`src/rtl/i2c_master_ctrl.sv`:
```
// Single-master I2C controller: one bus primitive (START, WRITE, READ, STOP) per command,
// quarter-period SCL generation with clock-stretch wait, one-cycle response strobe.
module i2c_master_ctrl #(
    parameter int unsigned CLK_DIV = 25
) (
    input  logic       clk,
    input  logic       reset,
    input  logic       cmd_valid,
    output logic       cmd_ready,
    input  logic [1:0] cmd,
    input  logic [7:0] cmd_data,
    input  logic       cmd_last,
    output logic       rsp_valid,
    output logic [7:0] rsp_data,
    output logic       rsp_nack,
    output logic       busy,
    input  logic       scl_i,
    input  logic       sda_i,
    output logic       scl_o,
    output logic       sda_o
);
    localparam int unsigned CW = $clog2(CLK_DIV);
    localparam logic [CW-1:0] LAST = CW'(CLK_DIV - 1);

    typedef enum logic [2:0] {S_IDLE, S_HOLD, S_START, S_STOP, S_BIT, S_RESP} state_t;
    typedef enum logic [1:0] {C_START, C_WRITE, C_READ, C_STOP} cmd_t;

    state_t        r_state;
    logic [CW-1:0] r_cnt;
    logic [1:0]    r_q;
    logic [3:0]    r_bit;
    logic [7:0]    r_tx;
    logic [7:0]    r_rx;
    logic          r_read;
    logic          r_last;
    logic          r_ack;
    logic          r_scl;
    logic          r_sda;
    logic          r_cmd_ready;
    logic          r_rsp_valid;
    logic [7:0]    r_rsp_data;
    logic          r_rsp_nack;
    logic          r_busy;

    logic w_accept;
    logic w_frozen;
    logic w_qend;

    assign w_accept = cmd_valid & r_cmd_ready;
    assign w_frozen = (r_q == 2'd1) && !scl_i;
    assign w_qend   = !w_frozen && (r_cnt == LAST);

    assign cmd_ready = r_cmd_ready;
    assign rsp_valid = r_rsp_valid;
    assign rsp_data  = r_rsp_data;
    assign rsp_nack  = r_rsp_nack;
    assign busy      = r_busy;
    assign scl_o     = r_scl;
    assign sda_o     = r_sda;

    always_ff @(posedge clk) begin
        if (reset) begin
            r_state     <= S_IDLE;
            r_cnt       <= '0;
            r_q         <= '0;
            r_bit       <= '0;
            r_tx        <= '0;
            r_rx        <= '0;
            r_read      <= 1'b0;
            r_last      <= 1'b0;
            r_ack       <= 1'b0;
            r_scl       <= 1'b1;
            r_sda       <= 1'b1;
            r_cmd_ready <= 1'b0;
            r_rsp_valid <= 1'b0;
            r_rsp_data  <= '0;
            r_rsp_nack  <= 1'b0;
            r_busy      <= 1'b0;
        end else begin
            r_rsp_valid <= 1'b0;
            case (r_state)
                S_IDLE, S_HOLD, S_RESP: begin
                    r_cmd_ready <= 1'b1;
                    if (r_state == S_RESP)
                        r_state <= r_busy ? S_HOLD : S_IDLE;
                    if (w_accept) begin
                        r_cmd_ready <= 1'b0;
                        r_cnt       <= '0;
                        r_q         <= '0;
                        r_bit       <= '0;
                        if (cmd == C_START) begin
                            r_state <= S_START;
                            r_scl   <= 1'b1;
                            r_sda   <= 1'b1;
                        end else if (!r_busy) begin
                            // Bus not owned: answer NACK at once without touching the lines
                            r_state     <= S_RESP;
                            r_rsp_valid <= 1'b1;
                            r_rsp_nack  <= 1'b1;
                            r_cmd_ready <= 1'b1;
                        end else if (cmd == C_STOP) begin
                            r_state <= S_STOP;
                            r_scl   <= 1'b0;
                            r_sda   <= 1'b0;
                        end else begin
                            r_state <= S_BIT;
                            r_read  <= (cmd == C_READ);
                            r_last  <= cmd_last;
                            r_tx    <= cmd_data;
                            r_scl   <= 1'b0;
                            r_sda   <= (cmd == C_READ) | cmd_data[7];
                        end
                    end
                end
                default: begin
                    if (!w_frozen) begin
                        r_cnt <= w_qend ? '0 : r_cnt + CW'(1);
                        if (w_qend) begin
                            r_q <= r_q + 2'd1;
                            case (r_state)
                                S_START: begin
                                    if (r_q == 2'd1) r_sda <= 1'b0;
                                    if (r_q == 2'd2) r_scl <= 1'b0;
                                    if (r_q == 2'd3) begin
                                        r_busy      <= 1'b1;
                                        r_state     <= S_RESP;
                                        r_rsp_valid <= 1'b1;
                                        r_rsp_nack  <= 1'b0;
                                        r_cmd_ready <= 1'b1;
                                    end
                                end
                                S_STOP: begin
                                    if (r_q == 2'd0) r_scl <= 1'b1;
                                    if (r_q == 2'd1) r_sda <= 1'b1;
                                    if (r_q == 2'd3) begin
                                        r_busy      <= 1'b0;
                                        r_state     <= S_RESP;
                                        r_rsp_valid <= 1'b1;
                                        r_rsp_nack  <= 1'b0;
                                        r_cmd_ready <= 1'b1;
                                    end
                                end
                                default: begin
                                    if (r_q == 2'd0) r_scl <= 1'b1;
                                    if (r_q == 2'd2) begin
                                        r_scl <= 1'b0;
                                        if (r_bit == 4'd8) r_ack <= sda_i;
                                        else               r_rx  <= {r_rx[6:0], sda_i};
                                    end
                                    if (r_q == 2'd3) begin
                                        if (r_bit == 4'd8) begin
                                            r_state     <= S_RESP;
                                            r_rsp_valid <= 1'b1;
                                            r_rsp_nack  <= r_read ? 1'b0 : r_ack;
                                            r_cmd_ready <= 1'b1;
                                            if (r_read) r_rsp_data <= r_rx;
                                        end else begin
                                            // Ninth bit carries the master ACK/NACK on reads, release on writes
                                            r_bit <= r_bit + 4'd1;
                                            if (r_bit == 4'd7) r_sda <= r_read ? r_last : 1'b1;
                                            else               r_sda <= r_read | r_tx[6];
                                            r_tx <= {r_tx[6:0], 1'b0};
                                        end
                                    end
                                end
                            endcase
                        end
                    end
                end
            endcase
        end
    end
endmodule

```
`config.mk`:
```
export PLATFORM = sky130hd
export DESIGN_NAME = i2c_master_ctrl
export DESIGN_NICKNAME = d
export VERILOG_FILES = /design/src/rtl/i2c_master_ctrl.sv
export SDC_FILE = /design/constraint.sdc
export NUM_CORES = 1
export LEC_CHECK = 0
export BUFFER_PORTS_ARGS = -buffer_cell sky130_fd_sc_hd__buf_2
export CORE_ASPECT_RATIO = 0.75
export CORE_MARGIN = 3
export CORE_UTILIZATION = 51
export CTS_CLUSTER_SIZE = 24
export DETAILED_ROUTE_END_ITERATION = 12
export GPL_TIMING_DRIVEN = 0
export PLACE_DENSITY = 0.77
export SLEW_MARGIN = 25
export SYNTH_ARGS = -nofsm -noshare
export SYNTH_HDL_FRONTEND = slang
export SYNTH_SLANG_ARGS = --single-unit
```
`constraint.sdc`:
```
create_clock -name clk -period 1.9 [get_ports clk]
set_clock_uncertainty 0.1 [all_clocks]
set_input_delay 0.095 -clock clk [delete_from_list [all_inputs] [get_ports clk]]
set_output_delay 0.095 -clock clk [all_outputs]
set_load 0.01 [all_outputs]
```
======== Word-level counts from Yosys, hierarchy flattened ========
Index checks and enable logic that the tools add are counted.
operators by class
  multiplexer cells ....................... 92
  bitwise logic cells ..................... 9
  equality and inequality tests ........... 28
  add/sub/neg operators ................... 3
  reductions and logical operators ........ 28
operator list
  operator             count
  $mux 7               10
  $mux 1               52
  $mux 3               12
  $mux 4               7
  $reduce_and 6->1     4
  $mux 5               4
  $reduce_and 5->1     3
  $ne 2x2->1 const B   7
  $reduce_and 7->1     2
  $ne 3x2->1 const B   3
  $reduce_and 9->1     1
  $eq 2x2->1 const B   4
  $mux 2               4
  $reduce_and 8->1     1
  $eq 3x2->1 const B   2
  $ne 2x1->1 const B   3
  $ne 3x3->1 const B   2
  $not 1->1            6
  $pmux 1 s2           3
  $reduce_bool 2->1    3
  $add 5x1->5 const B  1
  $eq 5x5->1 const B   1
  $add 4x1->4 const B  1
  $eq 4x3->1 const B   1
  other kinds (19)     23
word-level totals
  output and inout port bits .............. 14
  bits of input ports ..................... 16
  register bits ........................... 46
  word-level logic and storage cells ...... 176

======== Depth between registers and ports, before layout ========
  depth in word-level cells ............... 8
  depth in mapped cells ................... 8
  gate-level depth less buffers ........... 7

======== Worst setup path before layout ========
Ideal clock, no wire load.
  path type ............................... flip-flop to flip-flop
  from .................................... register r_q[1]
  to ...................................... register r_tx[1]
  clock period less this slack ............ 1.887 ns
  path slack .............................. 0.013 ns
  path buffers ............................ 1
  library setup time ...................... 0.088 ns
  stages on the path, launching flop included .. 9
  required time ........................... 1.712 ns
  data arrival time ....................... 1.699 ns
  cell sequence ........................... dfxtp_1 -> inv_1 -> ha_1 -> nand2b_1 -> nand3_4 -> a221oi_4 -> buf_6 -> nor2_1 -> a311oi_2
between the ends
  cells in the longest elaborated chain, start to end .. 6
  elaborated cells between the ends (all ways) .. 9
  classes of those cells .................. eq/ne (3); reduce/logical (6)
ends and longest elaborated chain
  element                                line  source
  start: declaration                     30    logic [1:0] r_q;
  start signal: assignment               119   r_q <= r_q + 2'd1;
  $eq 2x1->1                             50    assign w_frozen = (r_q == 2'd1) && !scl_i;
  $logic_and 1x1->1                      50
  $logic_not 1->1                        n/a
  $logic_and 1x1->1                      51    assign w_qend = !w_frozen && (r_cnt == LAST);
  $reduce_bool 2->1 (no source line)     n/a
  $reduce_and 9->1 (no source line) (*)  n/a
  end signal: assignment                 109   r_tx <= cmd_data;
  end signal: assignment                 162   r_tx <= {r_tx[6:0], 1'b0};
  end: declaration                       32    logic [7:0] r_tx;
Mark *: on every way between the ends. The rest lies on a longest branch, timed or not.
A chain may end at the register's enable or synchronous reset.

======== Worst setup path after layout ========
  from .................................... register r_cnt[0]
  to ...................................... register r_tx[5]
between the ends
  cells in the longest elaborated chain, start to end .. 4
ends and longest elaborated chain
  element                             line  source
  start: declaration                  29    logic [CW-1:0] r_cnt;
  start signal: assignment            117   r_cnt <= w_qend ? '0 : r_cnt + CW'(1);
  $eq 5x5->1                          51
  $logic_and 1x1->1                   51
  $reduce_bool 2->1 (no source line)  n/a
  $reduce_and 9->1 (no source line)   n/a
No other way between the ends.

==> key figures <==
Timing
  • Fmax: 511.8 MHz
  • Pin slew with the least headroom to its limit: 0.6404 ns
  • Share of the clock period used by the worst path after layout: 102.8%
  • Number of pins exceeding their max-slew limit in the final report: 0
  • Endpoints failing hold: 0
  • Slew margin rel.: 57.31%
  • Setup total negative slack: -0.1843 ns
  • Post-route worst setup slack: -0.05374 ns
  • Setup Viol. Count Final: 5
  • Unrepaired setup endpoints after global routing: yes
  • Min Clock Period, post-route: 1.954 ns

Clock network
  • Clk slew on worst S/H paths: 0.10 ns
  • Number of buffers added by the clock tree synthesis step: 5
  • Clock latency reported for the late side of the worst-skew pair: 0.31 ns
  • Clock tree from TritonCTS: yes
  • H-Tree Level Count: 2
  • Sinks on the clock net: 46
  • Root cell of the clock tree: clkbuf_8
  • Deepest clock path buffer count: 2

Layout
  • Cell area after layout: 2909 um2
  • Proportion of layout cells with a drive suffix above 1: 25.95%
  • Antenna fix cells: 0
  • Footprint of the flip-flops and latches: 925.9 um2
  • Area taken by multi-input logic gates: 1383 um2
  • Most common cell after layout, fill and taps aside: nor2_1
  • Post-layout instance count excluding filler cells: 371
  • Growth of design area from synthesis to finish: 25.68%
  • Layout net count: 342
  • Commonest cells after routing, fill and taps aside: nor2_1 (45), dfxtp_1 (42), buf_2 (29)
  • Final core utilization: 69.20%
  • Number of fill cells in the layout: 328

Floorplan
  • Core area: 4204 um2
  • Die area: 5391 um2
  • Number of I/O pins: 30
  • Die Y: 64.35 um
  • Starting density of the core: 55.06%
  • Cell Rows: 20
  • Die span in x: 83.79 um

Setup path
  • Type of the worst setup path: reg2reg
  • Crit-path max FO: 7
  • Critical Path AT: 2.09 ns
  • Endpoint kind of the worst setup timing path: flip-flop
  • Critical path startpoint category: flip-flop
  • Data required, critical path: 2.03 ns

Yosys
  • Gate Count Post-Synth: 259
  • Register area share after synthesis: 39.78%
  • Total standard cell area after synthesis: 2315 um2
  • Yosys warning count: 0
  • Post-Syn Nets: 286
  • Main synth FF type: dfxtp_1
  • Average size of a mapped cell: 8.937 um2
  • Count of distinct cell types in the synthesized netlist: 52
  • Post-synthesis sequential element count: 46
  • Fraction of registers with async set/reset: 0%
  • Number of enable-type register cells in the synthesized netlist: 0

Global route
  • Global-route wire length before repair: 9.397 mm
  • GRT Resource Usage Total: 21.80%
  • Vias in the first global route: 2022
  • Number of antenna violations at the first check in global routing: 0
  • Leftover overflow at the end of global routing: 0
  • Maximum number of pins on one net before global-route repair: 17

Drt
  • Vias/cell: 5.606
  • 1st-pass router iterations: 4
  • Post-route antenna net violation count: 0
  • Number of DRC markers in iteration 0: 213
  • Residual DRC: 0
  • Via total after detailed routing: 2080
  • Wire per inst: 15.53 um
  • WL final: 5.762 mm

Hold path
  • Worst hold path class: in2reg

Placement
  • Total placed instance area: 2524 um2
  • Gp weighted congestion: 0.8671
  • Detailed Place HPWL: 3.694 mm
  • Number of I/O port buffers: 28
  • Total instance count after detailed placement: 342

Run status
  • Failing checks: setup timing
  • Run status: complete, but fails checks

Pwr
  • Static leakage: 1.187 nW
  • Power density over the cells: 696.3 nW/um2
  • Peak VDD IR: 0.3880 mV

Job
  • Max-capacitance violation count: 0
==> critical path: stages, from the launching register on <==
cell and delay [ns]:
dfxtp_2 0.33, inv_2 0.08, ha_4 0.12, and4b_2 0.28, nand3_4 0.15, a221oi_4 0.37, buf_6 0.17, nor2_1 0.05
a311oi_2 0.23
==> stage by stage <==
stage	power, mW	hold WS [ns]	worst slack, ns
4_1_cts	1.999	0.04923	0.0006606
5_1_grt	2.110	0.09564	-0.1619
6_report	2.026	0.1081	-0.05374
3_5_place_dp	1.324	0.2658	-0.2760
2_1_floorplan	1.242	0.1389	0.01301
3_3_place_gp	1.318	0.2528	-0.2612
==> cells by family after synthesis <==
logic type                 synth area share [%]
buffers and inverters                     4.216
muxes                                     9.567
DFF                                       39.78
AOI/OAI and AO/OA                         14.92
xor gates and xnor gates                  2.270
adders and majority gates                 5.946
and+or+nand+nor                           23.30
==> synth_stat cells (2+ instances only) <==
master	count	area share, %
a21oi_1	11	2.4
a221oi_1	3	1.1
a22oi_1	2	0.65
a311oi_1	4	1.5
a311oi_2	4	2.6
and2_1	3	0.81
buf_2	2	0.43
clkbuf_1	6	0.97
dfxtp_1	46	40
ha_1	11	5.9
inv_1	12	1.9
mux2i_1	21	9.1
nand2_1	20	3.2
nand2b_1	5	1.4
nand3_1	7	1.5
nand3b_1	2	0.65
nand4_1	2	0.54
nor2_1	46	7.5
nor2b_1	3	0.81
nor3_1	5	1.1
nor3b_1	2	0.65
o211ai_1	2	0.65
o21ai_0	6	1.3
or3_1	2	0.54
xnor2_1	4	1.5
xor2_1	2	0.76
==> sequential cells by signal, summed over array words and instances, names as in the netlist, 2 cells and up <==
register  cells
r_rx          8
rsp_data      8
r_tx          7
r_cnt         5
r_bit         4
r_state       3
r_q           2
==> layer usage <==
| metal | global-route usage [%] | share of wire [%] | vias to the layer above |
|---|---|---|---|
| li1 | - | - | 1023 |
| met1 | 27.95 | 47 | 973 |
| met2 | 34.72 | 43 | 75 |
| met3 | 6.959 | 8.4 | 9 |
| met4 | 7.430 | 1.6 | 0 |
| met5 | 0 | 0 | - |
==> final timing paths <==
check / startpoint / end / slack [ns] / cells after the start
max: r_cnt[0] / r_tx[5] / -0.05 / 8
min: cmd_valid / r_state[0] / 0.11 / 3
max reg2reg: r_cnt[0] / r_tx[5] / -0.05 / 8
min reg2reg: r_tx[0] / r_tx[0] / 0.38 / 2
==> where the power goes <==
part / switching [mW] / internal, mW / total, mW
combinational: 0.207 / 0.152 / 0.359
clock: 0.380 / 0.264 / 0.644
sequential: 0.0237 / 0.999 / 1.02
total: 0.611 / 1.41 / 2.03
==> layout make-up <==
class	count	area share (%)
clock inverters	3	0.8172
well taps	55	2.366
flip-flops and latches	46	31.83
inverters	13	1.806
repair buffers	49	11.40
multi-input cells	190	47.53
clock buffers	5	2.366
plain buffers	10	1.892
==> timing repair <==
| item | in CTS | in global routing |
|---|---|---|
| buffers inserted | 9 | 2 |
| pin swaps | 4 | 6 |
| hold buffers | 9 | 0 |
| hold endpoints to repair | 10 | 0 |
| setup endpoints to repair | 32 | 33 |
| resized for setup | 11 | 19 |
| gates cloned | 1 | 0 |
(Power assumes the default switching activity.)
